File: src/rtl/multicycle_ctrl.sv
// multicycle_ctrl: multi-cycle RV32I sequencer. It fetches over a req/ready
// handshake, latches the instruction into ir, decodes it, then steps the
// datapath through EXEC, MEM and WB. It owns pc_en and all datapath enables.
// Optional feature: define MC_ILLEGAL_TRAP_EN to make illegal opcodes enter a
// sticky TRAP state. Without the macro, illegal opcodes retire as NOPs.
module multicycle_ctrl #(
  parameter int unsigned XLEN = 32
) (
  input  logic            clk,
  input  logic            rst_n,
  output logic            imem_req,
  input  logic            imem_ready,
  input  logic [XLEN-1:0] instr,
  output logic [XLEN-1:0] ir,
  output logic            ir_load,
  output logic            alu_src,
  output logic [3:0]      alu_op,
  output logic            mem_to_reg,
  output logic            reg_write,
  output logic            dmem_req,
  output logic            dmem_we,
  input  logic            dmem_ready,
  output logic            pc_en,
  output logic            trap,
  output logic [2:0]      state
);

  localparam int unsigned SW  = 3;
  localparam int unsigned OPW = 7;

  localparam logic [SW-1:0] S_IDLE   = 3'd0;
  localparam logic [SW-1:0] S_FETCH  = 3'd1;
  localparam logic [SW-1:0] S_DECODE = 3'd2;
  localparam logic [SW-1:0] S_EXEC   = 3'd3;
  localparam logic [SW-1:0] S_MEM    = 3'd4;
  localparam logic [SW-1:0] S_WB     = 3'd5;
  localparam logic [SW-1:0] S_TRAP   = 3'd6;

  localparam logic [OPW-1:0] OP_R     = 7'b0110011;
  localparam logic [OPW-1:0] OP_I     = 7'b0010011;
  localparam logic [OPW-1:0] OP_LOAD  = 7'b0000011;
  localparam logic [OPW-1:0] OP_STORE = 7'b0100011;

  localparam logic [3:0] ALU_ADD  = 4'b0000;
  localparam logic [3:0] ALU_SUB  = 4'b0001;
  localparam logic [3:0] ALU_AND  = 4'b0010;
  localparam logic [3:0] ALU_OR   = 4'b0011;
  localparam logic [3:0] ALU_XOR  = 4'b0100;
  localparam logic [3:0] ALU_SLL  = 4'b0101;
  localparam logic [3:0] ALU_SRL  = 4'b0110;
  localparam logic [3:0] ALU_SRA  = 4'b0111;
  localparam logic [3:0] ALU_SLT  = 4'b1000;
  localparam logic [3:0] ALU_SLTU = 4'b1001;

  logic [SW-1:0]  state_q, state_d;
  logic [OPW-1:0] opcode;
  logic [2:0]     funct3;
  logic           is_r, is_i, is_ld, is_st, is_legal;

  assign opcode   = ir[6:0];
  assign funct3   = ir[14:12];
  assign is_r     = (opcode == OP_R);
  assign is_i     = (opcode == OP_I);
  assign is_ld    = (opcode == OP_LOAD);
  assign is_st    = (opcode == OP_STORE);
  assign is_legal = is_r | is_i | is_ld | is_st;
  assign state    = state_q;

  // State register; reset abandons any in-flight request.
  always_ff @(posedge clk or negedge rst_n) begin
    if (!rst_n) state_q <= S_IDLE;
    else        state_q <= state_d;
  end

  // Instruction register captures instr only on the fetch handshake.
  always_ff @(posedge clk or negedge rst_n) begin
    if (!rst_n)       ir <= '0;
    else if (ir_load) ir <= instr;
  end

  // ALU control derived from ir; stable for the whole instruction.
  always_comb begin
    alu_src = is_i | is_ld | is_st;
    alu_op  = ALU_ADD;
    if (is_r || is_i) begin
      unique case (funct3)
        3'b000:  alu_op = (is_r && ir[30]) ? ALU_SUB : ALU_ADD;
        3'b001:  alu_op = ALU_SLL;
        3'b010:  alu_op = ALU_SLT;
        3'b011:  alu_op = ALU_SLTU;
        3'b100:  alu_op = ALU_XOR;
        3'b101:  alu_op = ir[30] ? ALU_SRA : ALU_SRL;
        3'b110:  alu_op = ALU_OR;
        default: alu_op = ALU_AND;
      endcase
    end
  end

  // Next-state and per-state datapath enables.
  always_comb begin
    state_d    = state_q;
    imem_req   = 1'b0;
    ir_load    = 1'b0;
    mem_to_reg = 1'b0;
    reg_write  = 1'b0;
    dmem_req   = 1'b0;
    dmem_we    = 1'b0;
    pc_en      = 1'b0;
    trap       = 1'b0;
    case (state_q)
      S_IDLE: state_d = S_FETCH;
      S_FETCH: begin
        imem_req = 1'b1;
        if (imem_ready) begin
          ir_load = 1'b1;
          state_d = S_DECODE;
        end
      end
      S_DECODE: begin
        mem_to_reg = is_ld;
        if (is_legal) begin
          state_d = S_EXEC;
        end else begin
`ifdef MC_ILLEGAL_TRAP_EN
          state_d = S_TRAP;
`else
          pc_en   = 1'b1;
          state_d = S_FETCH;
`endif
        end
      end
      S_EXEC: begin
        mem_to_reg = is_ld;
        state_d    = (is_ld || is_st) ? S_MEM : S_WB;
      end
      S_MEM: begin
        mem_to_reg = is_ld;
        dmem_req   = 1'b1;
        dmem_we    = is_st;
        if (dmem_ready) begin
          if (is_st) begin
            pc_en   = 1'b1;
            state_d = S_FETCH;
          end else begin
            state_d = S_WB;
          end
        end
      end
      S_WB: begin
        mem_to_reg = is_ld;
        reg_write  = 1'b1;
        pc_en      = 1'b1;
        state_d    = S_FETCH;
      end
      S_TRAP: begin
`ifdef MC_ILLEGAL_TRAP_EN
        trap    = 1'b1;
        state_d = S_TRAP;
`else
        state_d = S_IDLE;
`endif
      end
      default: state_d = S_IDLE;
    endcase
  end

endmodule

File: config.mk
export PLATFORM = sky130hd
export DESIGN_NAME = multicycle_ctrl
export DESIGN_NICKNAME = d
export VERILOG_FILES = /design/src/rtl/multicycle_ctrl.sv
export SDC_FILE = /design/constraint.sdc
export NUM_CORES = 1
export LEC_CHECK = 0
export ABC_AREA = 1
export BUFFER_PORTS_ARGS = -buffer_cell sky130_fd_sc_hd__buf_4
export CAP_MARGIN = 20
export CELL_PAD_IN_SITES_DETAIL_PLACEMENT = 1
export CELL_PAD_IN_SITES_GLOBAL_PLACEMENT = 1
export CORE_MARGIN = 4
export CORE_UTILIZATION = 25
export CTS_CLUSTER_DIAMETER = 120
export DETAILED_ROUTE_END_ITERATION = 8
export PLACE_DENSITY = 0.79
export SLEW_MARGIN = 20
export SYNTH_ARGS = -nofsm -noshare
export SYNTH_HDL_FRONTEND = slang
export SYNTH_SLANG_ARGS = --single-unit
export TNS_END_PERCENT = 20
File: constraint.sdc
create_clock -name clk -period 1 [get_ports clk]
set_input_delay 0.05 -clock clk [delete_from_list [all_inputs] [get_ports clk]]
set_output_delay 0.05 -clock clk [all_outputs]
set_load 0.01 [all_outputs]
==> results by group, run 1 <==
Setup path
  • CP Max Fanout: 5
  • CP arrival: roughly 1500 ps
  • Critical Path Start: ir[5]$_DFFE_PN0P_
  • CP Launch Type: flop
  • Worst Path Required: 950 ps
  • Buf+Inv Stages, Crit Path: 1
  • Crit-path max cell delay: approximately 470 ps
  • Worst-path cell chain: nor2_4 -> nand2_2 -> a21oi_4 -> nand2_1 -> nor2_1 -> buf_4
  • Largest delay share family, worst path: flip-flops
  • Crit end category: output port
  • Reg2Reg Launch Point: state[2]$_DFFE_PN0P_
  • CP max stage cell: dfrtp_2
  • Crit Path Category: flop to output port

Timing
  • # setup viols final: 54
  • Fin crit period: about 1500 ps
  • Final worst-path cycle share: 152%
  • Final Hold Fails: 0
  • Setup TNS: -15,350 ps
  • Max Transition Viols Final: 0
  • Fmax achieved: 0.659 GHz
  • RSZ-0062 raised after global routing: true
  • Skew final: approximately 5.2 ps
  • Final setup margin: -517 ps

Status
  • Status: complete, but fails checks
  • Failing checks: setup timing

Job
  • Maxcap violations: 0

Place
  • Worst slack, placed: -269 ps
  • Port Buffers: 82
  • DPL Wire Length: ~4200 um
  • Final Wtd Congestion: 0.782

Logic synthesis
  • Ys Warns: 0
  • Top cell type's share of synthesized area: between 50% and 60%
  • Synth cell types: 23
  • Cells after Synth: around 210
  • Area leader, netlist: dfrtp_1
  • Synthesized flop and latch total: 35
  • Sequential element share of the synthesized area: between 50% and 60%
  • Mapped cell area: between 0.0015 and 0.002 mm^2
  • Mapped Avg Cell Area: around 8.0 um^2
  • Net Count, Synth: between 200 and 250
  • Synth top area cells: dfrtp_1 (52%), nand2_1 (21%), inv_1 (4.2%)

Detailed routing
  • Aggregate routed wire length: 6400 um
  • DR vias/cell: 4.35
  • Initial DRC count: 43
  • Post-route DRC: 0
  • Vias after detailed routing: 1,915
  • Post-DR wirelength/cell: around 15 um
  • Pre-Repair DR Iteration Count: 4
  • Antenna-violating nets left: 0

Die
  • Die Wd: 90.1 um
  • Die Ht: 90.1 um
  • Initial Util: 26.1%
  • Core area: 0.00646 mm^2
  • Die area: 0.00811 mm^2
  • Row cnt: 29
  • I/O pin total: 84

Finish
  • Commonest cells after routing, fill and taps aside: buf_4 (93), nand2_1 (86), dlygate4sd3_1 (33)
  • Final-stage net count: between 300 and 400
  • Area Growth Syn to Fin: 95.2%
  • Final Util: 50.9%
  • Commonest non-fill, non-tap cell in the layout: buf_4
  • Antenna Cells: 0
  • Share of cells above drive strength 1: about half

Global route
  • Initial antenna violation count: 0
  • Largest net degree at the start of global routing: 36
  • Overall Global Routing Usage: 16.1%
  • First-pass GRT wire length: 10,700 um
  • Grt ovf: 0
  • Vias in the first global route: 2,163

Pwr
  • Max IR drop VDD: between 0.9 and 1 mV
  • PwrDens: between 2000 and 3000 mW/mm^2
  • Leak pwr: 1.72 nW

Clocking
  • # clock sinks: 35
  • Root Buffer: clkbuf_8
  • Clock Latency Late Sink: 280 ps
  • Clock buffer count from CTS: 5
  • CTS tree: yes
  • Clock transition at the registers of the reported paths: 70 ps
  • CTS HTree Levels: 2
  • Max Buffers Root-to-Sink: 2

Hold path
  • Origin of the worst min-delay path: dmem_ready
  • Tightest Hold Check Type: primary input to flop
-- state kept, by name, summed over array words and instances, names as in the netlist --
register / cells
ir: 32
state: 3
-- routing by layer --
layer / GRT usage (%) / part of all wire, % / vias to the layer above
met1: 17.2 / 38 / 912
met3: 4.51 / 5.3 / 7
li1: - / - / 938
met2: 30.9 / 56 / 58
met5: 0 / 0 / -
met4: 4.08 / 0.83 / 0
-- path summary, 6_finish.rpt --
kind | depth (start not counted) | to | slack [ps]
setup / recovery | 6 | alu_op[3] | -520
hold / removal | 5 | state[1]$_DFFE_PN0P_ | 270
setup reg to reg | 8 | ir[22]$_DFFE_PN0P_ | -310
hold reg to reg | 2 | ir[9]$_DFFE_PN0P_ | 490
max in group asynchronous | 2 | ir[2]$_DFFE_PN0P_ | 360
min in group asynchronous | 2 | state[0]$_DFFE_PN0P_ | 290
-- layout make-up --
cell class / instances / area, um^2
Sequential cell: 35 / 881
Timing Repair Buffer: 152 / 1360
Tap cell: 77 / 96.3
Clock inverter: 1 / 5.00
Fill cell: 760 / 3170
Clock buffer: 6 / 82.6
Inverter: 21 / 86.3
Multi-Input combinational cell: 148 / 776
-- where the power goes --
| part | internal [mW] | total [mW] | leakage, nW | switching, mW |
|---|---|---|---|---|
| Combinational | 2.94 | 5.62 | 1.25 | 2.68 |
| Clock | 0.540 | 1.02 | 0.0470 | 0.483 |
| Sequential | 2.10 | 2.69 | 0.431 | 0.584 |
-- stage by stage --
stage | power [mW] | cells | hold WS, ps | instance area, um^2
2_1_floorplan | 4.59 | 211 | -246 | 1680
3_3_place_gp | 6.96 | 393 | 33.4 | 2590
3_5_place_dp | 7.15 | 393 | 40.9 | 2590
4_1_cts | 8.85 | 438 | 168 | 3160
5_1_grt | 10.0 | 440 | 276 | 3290
6_report | 9.32 | 440 | 266 | 3290
-- logic make-up after synthesis --
group,Yosys count,share of synthesized area [%]
simple gates,132,32.4
other cells,1,0.223
buf+inv,28,8.99
flops,35,52.0
compound gates,15,6.39
-- cells in the mapped netlist, drive strengths merged --
library cell / n
nand2: 102
dfrtp: 35
inv: 21
nor2: 20
o21ai: 10
nand3: 8
buf: 7
a21oi: 4
a211oi: 1
conb: 1
nand3b: 1
nor3: 1
-- worst reg2reg max path: cells and delay by family, from the launching register on --
kind | cells | cell delay [ps]
AND/OR/NAND/NOR | 5 | 430
flip-flops | 1 | 390
buffers and inverters | 3 | 390
-- timing repair --
| item | 4_1_cts | 5_1_grt |
|---|---|---|
| setup buffers | 5 | 2 |
| endpoints found under the hold margin | 67 | 0 |
| hold buffers | 33 | 0 |
| gates resized for setup | 36 | 32 |
| endpoints found under the setup margin | 55 | 57 |
| pin swaps | 5 | 9 |
Note: power is estimated with default switching activity, not from simulation.
==> run 2: changes to the inputs <==
--- a/config.mk
+++ b/config.mk
@@ -11,10 +11,10 @@
 export CELL_PAD_IN_SITES_DETAIL_PLACEMENT = 1
 export CELL_PAD_IN_SITES_GLOBAL_PLACEMENT = 1
 export CORE_MARGIN = 4
-export CORE_UTILIZATION = 25
+export CORE_UTILIZATION = 28
 export CTS_CLUSTER_DIAMETER = 120
 export DETAILED_ROUTE_END_ITERATION = 8
-export PLACE_DENSITY = 0.79
+export PLACE_DENSITY = 0.86
 export SLEW_MARGIN = 20
 export SYNTH_ARGS = -nofsm -noshare
 export SYNTH_HDL_FRONTEND = slang
==> run 2 against run 1 <==
  * The run still ends with setup timing left
  * Global-route usage is 3.4 points higher
  * Power is 3.9% higher
  * Cell area up 3.3%
  * Flip-flop and latch count is the same
  * Final cell count is 0.91% higher
  * Utilization rose by 8.9 points
  * Sequential share of layout area decreased by 0.74 points
  * Worst setup slack lost 110 ps
  * Register-to-register slack got worse by 50 ps
  * Maximum frequency is 6.5% lower
  * Worst hold slack worse by 59 ps
  * Routed wire length grew 15%
==> results by group, run 2 (synthesis gave the netlist of run 1 again) <==
Timing
  • Final worst-path cycle share: 162% (+11 points)
  • Final Hold Fails: 0 (unchanged)
  • Fmax achieved: 0.616 GHz (-6.5%)
  • Final setup margin: -623 ps (-106 ps)
  • Max Transition Viols Final: 0 (unchanged)
  • Fin crit period: 1620 ps (+106 ps)
  • RSZ-0062 raised after global routing: true
  • Skew final: 9.46 ps (+4.30 ps)
  • # setup viols final: 57 (+5.6%)
  • Min Hold Slack: 206 ps (-59.2 ps)

Detailed routing
  • Post-DR wirelength/cell: 16.6 um (+14%)
  • DR vias/cell: 4.51 (+3.7%)
  • Antenna-violating nets left: 0 (unchanged)
  • Vias after detailed routing: 2,003 (+4.6%)
  • Post-route DRC: 0 (unchanged)
  • Aggregate routed wire length: 7360 um (+15%)
  • Initial DRC count: 69 (+60%)
  • Pre-Repair DR Iteration Count: 4 (unchanged)

Global route
  • Vias in the first global route: 2,312 (+6.9%)
  • Overall Global Routing Usage: 19.5% (+3.4 points)
  • First-pass GRT wire length: 11,200 um (+5.4%)
  • Largest net degree at the start of global routing: 36 (unchanged)
  • Grt ovf: 0 (unchanged)
  • Initial antenna violation count: 0 (unchanged)

Job
  • Maxcap violations: 0 (unchanged)

Finish
  • Max reg flops: 32 (unchanged)
  • Largest Register: ir
  • Antenna Cells: 0 (unchanged)
  • Commonest cells after routing, fill and taps aside: buf_4 (95), nand2_1 (78), dlygate4sd3_1 (33)
  • Final Non-Filler Cells: 444 (+0.91%)
  • Commonest non-fill, non-tap cell in the layout: buf_4
  • Share of cells above drive strength 1: 53.5% (+5.3 points)
  • Area Growth Syn to Fin: 102%
  • FILL cells: 640 (-16%)
  • Final-stage net count: 407 (+2.0%)

Clocking
  • Clock transition at the registers of the reported paths: 70 ps (about the same)
  • Clock Latency Late Sink: 290 ps (about the same)
  • Root Buffer: clkbuf_8
  • CTS tree: yes
  • Max Buffers Root-to-Sink: 2 (unchanged)
  • # clock sinks: 35 (unchanged)
  • CTS HTree Levels: 2 (unchanged)
  • Clock buffer count from CTS: 5 (unchanged)

Setup path
  • CP arrival: 1570 ps (+100 ps)
  • Crit Path Category: flop to output port
  • CP Max Fanout: 4 (-1)
  • CP Launch Type: flop
  • Crit end category: output port
  • Worst Path Required: 950 ps (about the same)

Pwr
  • Leak pwr: 1.76 nW (+2.0%)
  • PwrDens: 2850 mW/mm^2 (+0.60%)
  • Total Power: 9.69 mW (+3.9%)
  • Max IR drop VDD: 1.24 mV (+36%)

Place
  • Worst slack, placed: -305 ps (-36.1 ps)
  • DPL Wire Length: 4150 um (-0.21%)
  • Final Wtd Congestion: 0.800 (+2.3%)
  • Number of instances in the placed design: 388 (-1.3%)
  • Port Buffers: 82 (unchanged)

Die
  • Row cnt: 27 (-6.9%)
  • Die area: 0.00732 mm^2 (-9.8%)
  • I/O pin total: 84 (unchanged)
  • Initial Util: 29.7% (+3.6 points)
  • Die Wd: 85.6 um (-5.0%)
  • Core area: 0.00568 mm^2 (-12%)
  • Die Ht: 85.6 um (-5.0%)

Status
  • Status: complete, but fails checks
  • Failing checks: setup timing

Hold path
  • Tightest Hold Check Type: primary input to flop
-- run 2: critical path, cell delays in order (launching register included) --
cell and delay (ps):
dfrtp_2 440, nor2_4 150, nand3_4 140, a21oi_4 220, nand3_2 120, nand2_2 100, buf_6 110
-- run 2: final timing paths --
check | start | endpoint | slack (ps) | depth (start not counted)
worst max-delay path | ir[3]$_DFFE_PN0P_ | alu_op[0] | -620 | 6
min in group asynchronous | rst_n | ir[25]$_DFFE_PN0P_ | 260 | 2
max in group asynchronous | rst_n | ir[1]$_DFFE_PN0P_ | 400 | 2
worst min-delay path | imem_ready | state[2]$_DFFE_PN0P_ | 210 | 5
worst min register to register | ir[11]$_DFFE_PN0P_ | ir[11]$_DFFE_PN0P_ | 490 | 2
worst max register to register | state[0]$_DFFE_PN0P_ | ir[2]$_DFFE_PN0P_ | -360 | 10
-- run 2: per-stage QoR --
| stage | utilization (%) | cell area [um^2] | TNS, ps |
|---|---|---|---|
| floorplan | - | 1680 | -7600 |
| global placement | 45.7 | 2590 | -6340 |
| detailed placement | 45.7 | 2590 | -9120 |
| CTS | 56.7 | 3220 | -16370 |
| global route | 59.8 | 3390 | -20940 |
| finish | 59.8 | 3390 | -17090 |
-- run 2: layout make-up --
cell class | instances | area, um^2 | area share [%]
well taps | 72 | 90.1 | 2.65
clock inverters | 1 | 5.00 | 0.147
multi-input cells | 148 | 801 | 23.6
clock buffers | 7 | 76.3 | 2.25
repair buffers | 160 | 1450 | 42.8
inverters | 21 | 86.3 | 2.54
flip-flops and latches | 35 | 885 | 26.1
-- run 2: what timing repair did --
action	CTS	global route
pin swaps	7	15
buffers inserted	11	4
hold endpoints to repair	67	0
hold buffers	33	0
gates resized for setup	40	48
cloned	0	1
endpoints found under the setup margin	55	58
-- run 2: where the power goes --
part	total [mW]	switching (mW)	leakage (nW)	internal, mW
Sequential	2.71	0.596	0.427	2.11
Clock	0.981	0.493	0.0422	0.489
Combinational	6.00	2.89	1.29	3.11
Total	9.69	3.97	1.76	5.71
-- run 2: routing by layer --
metal	global-route usage [%]	part of all wire, %	up-vias
met5	0	0	-
met4	6.04	2.2	0
met3	4.13	4.9	14
met2	38.1	58	66
met1	20.5	35	971
li1	-	-	952
